## src/rtl/hog_overlay_pkg.sv

```systemverilog
// hog_overlay_pkg: shared box record, commit-state encoding and coordinate defaults
// for the HOG detection-box overlay.
`default_nettype none

package hog_overlay_pkg;

  localparam int XW_DEF    = 11;
  localparam int YW_DEF    = 11;
  // Box coordinates are stored at this fixed width so one record type serves any XW/YW up to it.
  localparam int COORD_MAX = 16;

  typedef struct packed {
    logic                 en;
    logic [COORD_MAX-1:0] x0;
    logic [COORD_MAX-1:0] y0;
    logic [COORD_MAX-1:0] x1;
    logic [COORD_MAX-1:0] y1;
  } box_t;

  typedef enum logic {
    ST_IDLE    = 1'b0,
    ST_PENDING = 1'b1
  } commit_state_t;

endpackage

`default_nettype wire

```

## src/rtl/hog_box_hit.sv

```systemverilog
// hog_box_hit: combinational border test of one pixel against one box
// (inside the outer rectangle, outside the THICK-inset inner rectangle).
`default_nettype none

module hog_box_hit
  import hog_overlay_pkg::*;
#(
  parameter int XW    = XW_DEF,
  parameter int YW    = YW_DEF,
  parameter int THICK = 2
) (
  input  box_t          box,
  input  logic [XW-1:0] x,
  input  logic [YW-1:0] y,
  output logic          hit
);

  // Two spare bits: one for x0+THICK overflow, one sign bit so x1-THICK may go negative.
  localparam int CW = COORD_MAX + 2;
  localparam logic signed [CW-1:0] T = CW'(THICK);

  logic signed [CW-1:0] px, py, bx0, bx1, by0, by1;
  logic                 outer_x, outer_y, inner_x, inner_y;

  assign px  = signed'(CW'(x));
  assign py  = signed'(CW'(y));
  assign bx0 = signed'(CW'(box.x0));
  assign bx1 = signed'(CW'(box.x1));
  assign by0 = signed'(CW'(box.y0));
  assign by1 = signed'(CW'(box.y1));

  assign outer_x = (px >= bx0) && (px <= bx1);
  assign outer_y = (py >= by0) && (py <= by1);
  // An empty inner range (box narrower than 2*THICK) leaves the whole box filled.
  assign inner_x = (px >= bx0 + T) && (px <= bx1 - T);
  assign inner_y = (py >= by0 + T) && (py <= by1 - T);

  assign hit = box.en && outer_x && outer_y && !(inner_x && inner_y);

endmodule

`default_nettype wire

```

## src/rtl/hog_box_overlay.sv

```systemverilog
// hog_box_overlay: draws BOX_COLOR borders around up to NBOX detection windows on a
// VGA pixel stream; the box table is double-buffered and swapped at frame start.
`default_nettype none

module hog_box_overlay
  import hog_overlay_pkg::*;
#(
  parameter int          NBOX      = 8,
  parameter int          XW        = XW_DEF,
  parameter int          YW        = YW_DEF,
  parameter int          THICK     = 2,
  parameter logic [23:0] BOX_COLOR = 24'hFF0000,
  parameter bit          SYNC_POL  = 1'b0,
  localparam int         IW        = (NBOX > 1) ? $clog2(NBOX) : 1
) (
  input  logic          vga_clk,
  input  logic          vga_rst,
  input  logic          box_wr_valid,
  output logic          box_wr_ready,
  input  logic [IW-1:0] box_wr_idx,
  input  logic          box_wr_en,
  input  logic [XW-1:0] box_wr_x0,
  input  logic [XW-1:0] box_wr_x1,
  input  logic [YW-1:0] box_wr_y0,
  input  logic [YW-1:0] box_wr_y1,
  input  logic          box_commit,
  output logic          box_pending,
  input  logic [7:0]    in_red,
  input  logic [7:0]    in_green,
  input  logic [7:0]    in_blue,
  input  logic          in_hsync,
  input  logic          in_vsync,
  input  logic          in_de,
  output logic [7:0]    out_red,
  output logic [7:0]    out_green,
  output logic [7:0]    out_blue,
  output logic          out_hsync,
  output logic          out_vsync,
  output logic          out_de
);

  box_t          shadow_tbl [NBOX];
  box_t          active_tbl [NBOX];
  box_t          wr_box;
  commit_state_t state, state_nxt;

  logic            vs_act, vs_act_d, frame_start, copy, wr_accept;
  logic [XW-1:0]   x_cnt;
  logic [YW-1:0]   y_cnt;
  logic            de_d;
  logic [NBOX-1:0] hit_vec, hit_s1;
  logic [23:0]     rgb_s1;
  logic            hs_s1, vs_s1, de_s1;

  assign vs_act      = (in_vsync == SYNC_POL);
  assign frame_start = vs_act && !vs_act_d;
  assign wr_accept   = box_wr_valid && box_wr_ready;

  assign wr_box = '{en: box_wr_en,
                    x0: COORD_MAX'(box_wr_x0), y0: COORD_MAX'(box_wr_y0),
                    x1: COORD_MAX'(box_wr_x1), y1: COORD_MAX'(box_wr_y1)};

  always_ff @(posedge vga_clk) begin
    if (vga_rst) state <= ST_IDLE;
    else         state <= state_nxt;
  end

  always_comb begin
    state_nxt = state;
    copy      = 1'b0;
    case (state)
      ST_IDLE:    if (box_commit) state_nxt = ST_PENDING;
      ST_PENDING: if (frame_start) begin
        copy      = 1'b1;
        state_nxt = ST_IDLE;
      end
      default:    state_nxt = ST_IDLE;
    endcase
    box_wr_ready = !copy;
    box_pending  = (state == ST_PENDING);
  end

  // The copy reads the shadow before any same-cycle write; ready is low then anyway.
  always_ff @(posedge vga_clk) begin
    if (vga_rst) begin
      for (int i = 0; i < NBOX; i++) begin
        shadow_tbl[i] <= '0;
        active_tbl[i] <= '0;
      end
    end else begin
      for (int i = 0; i < NBOX; i++) begin
        if (copy) active_tbl[i] <= shadow_tbl[i];
        if (wr_accept && box_wr_idx == IW'(i)) shadow_tbl[i] <= wr_box;
      end
    end
  end

  always_ff @(posedge vga_clk) begin
    if (vga_rst) begin
      x_cnt    <= '0;
      y_cnt    <= '0;
      de_d     <= 1'b0;
      vs_act_d <= 1'b0;
    end else begin
      de_d     <= in_de;
      vs_act_d <= vs_act;
      if (!in_de)            x_cnt <= '0;
      else if (x_cnt != '1)  x_cnt <= x_cnt + XW'(1);
      if (frame_start)                            y_cnt <= '0;
      else if (de_d && !in_de && y_cnt != '1)     y_cnt <= y_cnt + YW'(1);
    end
  end

  for (genvar g = 0; g < NBOX; g++) begin : g_hit
    hog_box_hit #(
      .XW    (XW),
      .YW    (YW),
      .THICK (THICK)
    ) u_hit (
      .box (active_tbl[g]),
      .x   (x_cnt),
      .y   (y_cnt),
      .hit (hit_vec[g])
    );
  end

  always_ff @(posedge vga_clk) begin
    if (vga_rst) begin
      rgb_s1    <= '0;
      hs_s1     <= ~SYNC_POL;
      vs_s1     <= ~SYNC_POL;
      de_s1     <= 1'b0;
      hit_s1    <= '0;
      {out_red, out_green, out_blue} <= '0;
      out_hsync <= ~SYNC_POL;
      out_vsync <= ~SYNC_POL;
      out_de    <= 1'b0;
    end else begin
      rgb_s1    <= {in_red, in_green, in_blue};
      hs_s1     <= in_hsync;
      vs_s1     <= in_vsync;
      de_s1     <= in_de;
      hit_s1    <= hit_vec;
      {out_red, out_green, out_blue} <= (de_s1 && |hit_s1) ? BOX_COLOR : rgb_s1;
      out_hsync <= hs_s1;
      out_vsync <= vs_s1;
      out_de    <= de_s1;
    end
  end

endmodule

`default_nettype wire
```

## config.mk

```make
export PLATFORM = sky130hd
export DESIGN_NAME = hog_box_overlay
export DESIGN_NICKNAME = d
export VERILOG_FILES = /design/src/rtl/hog_overlay_pkg.sv /design/src/rtl/hog_box_hit.sv /design/src/rtl/hog_box_overlay.sv
export SDC_FILE = /design/constraint.sdc
export NUM_CORES = 2
export LEC_CHECK = 0
export BUFFER_PORTS_ARGS = -buffer_cell sky130_fd_sc_hd__buf_2
export CAP_MARGIN = 20
export CORE_MARGIN = 3
export CORE_UTILIZATION = 55
export DETAILED_ROUTE_END_ITERATION = 12
export GPL_TIMING_DRIVEN = 0
export PLACE_DENSITY = 0.71
export SYNTH_ARGS = -nofsm -noshare
export SYNTH_HDL_FRONTEND = slang
export SYNTH_SLANG_ARGS = --single-unit
```

## constraint.sdc

```tcl
create_clock -name vga_clk -period 11.4 [get_ports vga_clk]
set_input_delay 0 -clock vga_clk [delete_from_list [all_inputs] [get_ports vga_clk]]
set_output_delay 0 -clock vga_clk [all_outputs]
set_load 0.01 [all_outputs]
```

==> results.yml <==
hold_path:
  hold_class: "primary input to flip-flop"
  min_path_cells: 3
logic_synthesis:
  synth_cells: 4426
  yosys_warnings: 0
  syn_area_sq_mm: 0.0483
  ys_seq_area_share_pct: 48.3
  synthArstFlopShare_pct: 0
  syn_avg_cell_area_sq_um: 10.9
  synth_edf_count: 720
  synth-seq-cells: 806
  synth_flop_cell: "edfxtp_1"
  synth_nets: 5211
  ys_types: 76
drt:
  viasPerCell: 5.72
  dr.first_iter.drc_count: 2787
  wirelength_mm: 121
  drt-met1-wl_mm: 52.7
  dr_wl_met2_mm: 56.3
  dr.pass1.iters: 7
  topRoutingLayerUsed: "met4"
  drc: 0
  post_drt_wl_per_cell_um: 20.5
  wl_met3_mm: 9.07
  num_vias: 33800
  antenna_left: 0
place:
  dp_cells: 5729
  portBuffers: 107
  place.gp.congestion: 0.899
  place_area_sq_mm: 0.0512
  dpl.hpwl_mm: 92.7
cts:
  clock_path_buffers: 3
  cts_max_level: 3
  cts_sinks: 806
  clockRootBuffer: "clkbuf_16"
  insertion_delay_ps: 630
  cts_buffers: 83
  cts.clk_slew.worst_paths_ps: 60
  cts_setup_buffers: 0
  tritoncts: "built"
global_route:
  gr-usage-all-layers_pct: 26.6
  grt_pass1_wl_mm: 185
  antenna_found_initial: 2
  grt_pass1_vias: 32400
  overflow: 0
  grt_max_degree: 73
final_layout:
  nNetsFinal: 5479
  design_area_sq_mm: 0.0540
  multi_input_area_sq_mm: 0.0231
  syn2layout_area_growth_pct: 11.9
  finish.utilization_pct: 62.2
  layout-drive-gt1-share_pct: 6.56
  final_cells: 5912
  fill_cells: 6908
  regArea_sq_mm: 0.0234
sta:
  hold-worst-slack_ps: 9.05
  slew_headroom_pct: 29.3
  hold_viol: 0
  max_freq_mhz: 264
  rsz0062_at_grt: "false"
  finalCriticalPeriod_ps: 3780
  setup_viol: 0
  post-route-period-util_pct: 33.2
  fin_skew_ps: 23.3
  finalMaxSlewViolations: 0
  tightest_slew_ps: 1060
critical_path:
  cp.required_ps: 11870
  arrival_ps: 4250
  cp-end-kind: "flip-flop"
  crit_type: "flip-flop to flip-flop"
  cp-start-kind: "flip-flop"
  rr_worst_depth: 11
  crit_fanout: 4
die:
  die_h_um: 302
  rows: 108
  core_sq_mm: 0.0869
  ioPinCount: 108
  start_util_pct: 55.6
  die_w_um: 302
  die_area_sq_mm: 0.0914
power_and_ir_drop:
  power.density_mw_per_mm2: 126
  peakVddDrop_mv: 0.117
  finalPower_mw: 6.82
  p_leak_nw: 22.8
run_status:
  status: "completed"
job:
  cap_violations: 0
[worst max-delay path, stage by stage, from the launching register on]
cell and delay [ps]:
edfxtp_1 450, or4_4 600, nor4_4 240, and3_1 360, nor2_1 80, ha_1 290, nor2b_1 130, nor4bb_1 130
a311oi_1 230, a21oi_1 280, o311a_1 240, a2111oi_2 590
[synthesized netlist by cell type (10+ instances only)]
library cell	instances	area, sq um
edfxtp_1	720	21600
ha_1	706	8830
nor2_1	431	1620
inv_1	406	1520
and2_1	288	1800
xnor2_1	246	2150
a21oi_1	188	941
nand2_1	175	657
nand3_1	163	816
nor2b_1	151	945
o21ai_0	120	601
nor3_1	95	475
dfxtp_1	86	1720
clkbuf_1	71	267
a21o_1	56	420
nand4_1	55	344
nor4_1	50	313
a211oi_1	41	308
o21a_1	36	270
and3_1	33	206
nand2b_1	24	150
o211ai_1	24	180
a2111oi_0	19	166
o21bai_1	19	143
and4_1	16	140
a221oi_1	15	131
a31oi_1	14	87.6
o21ai_1	12	60.1
a211o_1	11	96.3
o2111ai_1	10	87.6
[cells by family (layout without fill, tap and decap cells)]
group,count (synthesis),count (layout),synth area share [%]
AND/OR/NAND/NOR,1536,1536,16.4
other,0,2,0
adder cells (fa/ha/maj),706,706,18.3
AO/OA/AOI/OAI,634,634,8.48
flip-flops,806,806,48.3
XOR/XNOR,255,255,4.63
multiplexers,2,2,0.0415
buffers and inverters,487,816,3.80
[area by class of cell]
type	count	share of cell area, %
clock inverters	41	0.604
multi-input cells	3133	42.8
well taps	1155	2.67
repair buffers	183	3.18
diodes	2	0.00926
plain buffers	77	0.549
inverters	410	2.85
clock buffers	105	4.04
flip-flops and latches	806	43.3
[path summary, 6_finish.rpt]
path | start | endpoint | slack, ps
max | active_tbl[0][133]$_SDFFCE_PN0P_ | hit_s1[2]$_SDFF_PP0_ | 7620
min | box_wr_x0[4] | shadow_tbl[0][37]$_SDFFCE_PN0P_ | 9
min reg2reg | hs_s1$_SDFF_PP1_ | out_hsync$_SDFF_PP1_ | 410
max reg2reg | active_tbl[0][133]$_SDFFCE_PN0P_ | hit_s1[2]$_SDFF_PP0_ | 7620
[per-stage QoR]
step / setup TNS [ps] / setup slack, ps
after CTS: 0 / 7670
after floorplan: 0 / 2330
after global routing: 0 / 7350
after global placement: -1079210 / -3040
final: 0 / 7620
after detailed placement: 0 / 7710
[per-layer routing]
layer	vias up	global-route usage (%)
li1	16500	-
met1	16000	36.6
met2	1089	43.3
met3	191	4.48
met4	0	7.80
met5	-	0
[state kept, by name, summed over array words and instances (netlist names), 8 cells and up]
| signal | cells |
|---|---|
| active_tbl | 360 |
| shadow_tbl | 360 |
| rgb_s1 | 24 |
| x_cnt | 11 |
| y_cnt | 11 |
| hit_s1 | 8 |
| out_blue | 8 |
| out_green | 8 |
| out_red | 8 |
[power breakdown]
group	total [mW]	internal (mW)	switching (mW)
Combinational	0.748	0.292	0.456
Clock	2.55	1.43	1.13
Sequential	3.52	3.42	0.0999
Total	6.82	5.14	1.68
[what timing repair did]
action / 4_1_cts / 5_1_grt
hold buffers: 34 / 0
hold endpoints to repair: 68 / 0
gates resized for setup: 0 / 0
[placed cells by master, fill, tap and decap left out, types with 151 or more instances in the layout]
| cell | count |
|---|---|
| nand3_1 | 163 |
| nor2_1 | 431 |
| inv_1 | 406 |
| a21oi_1 | 188 |
| ha_1 | 706 |
| xnor2_1 | 246 |
| edfxtp_1 | 720 |
| and2_1 | 288 |
| nor2b_1 | 151 |
| nand2_1 | 168 |
Note: power is estimated with default switching activity, not from simulation.
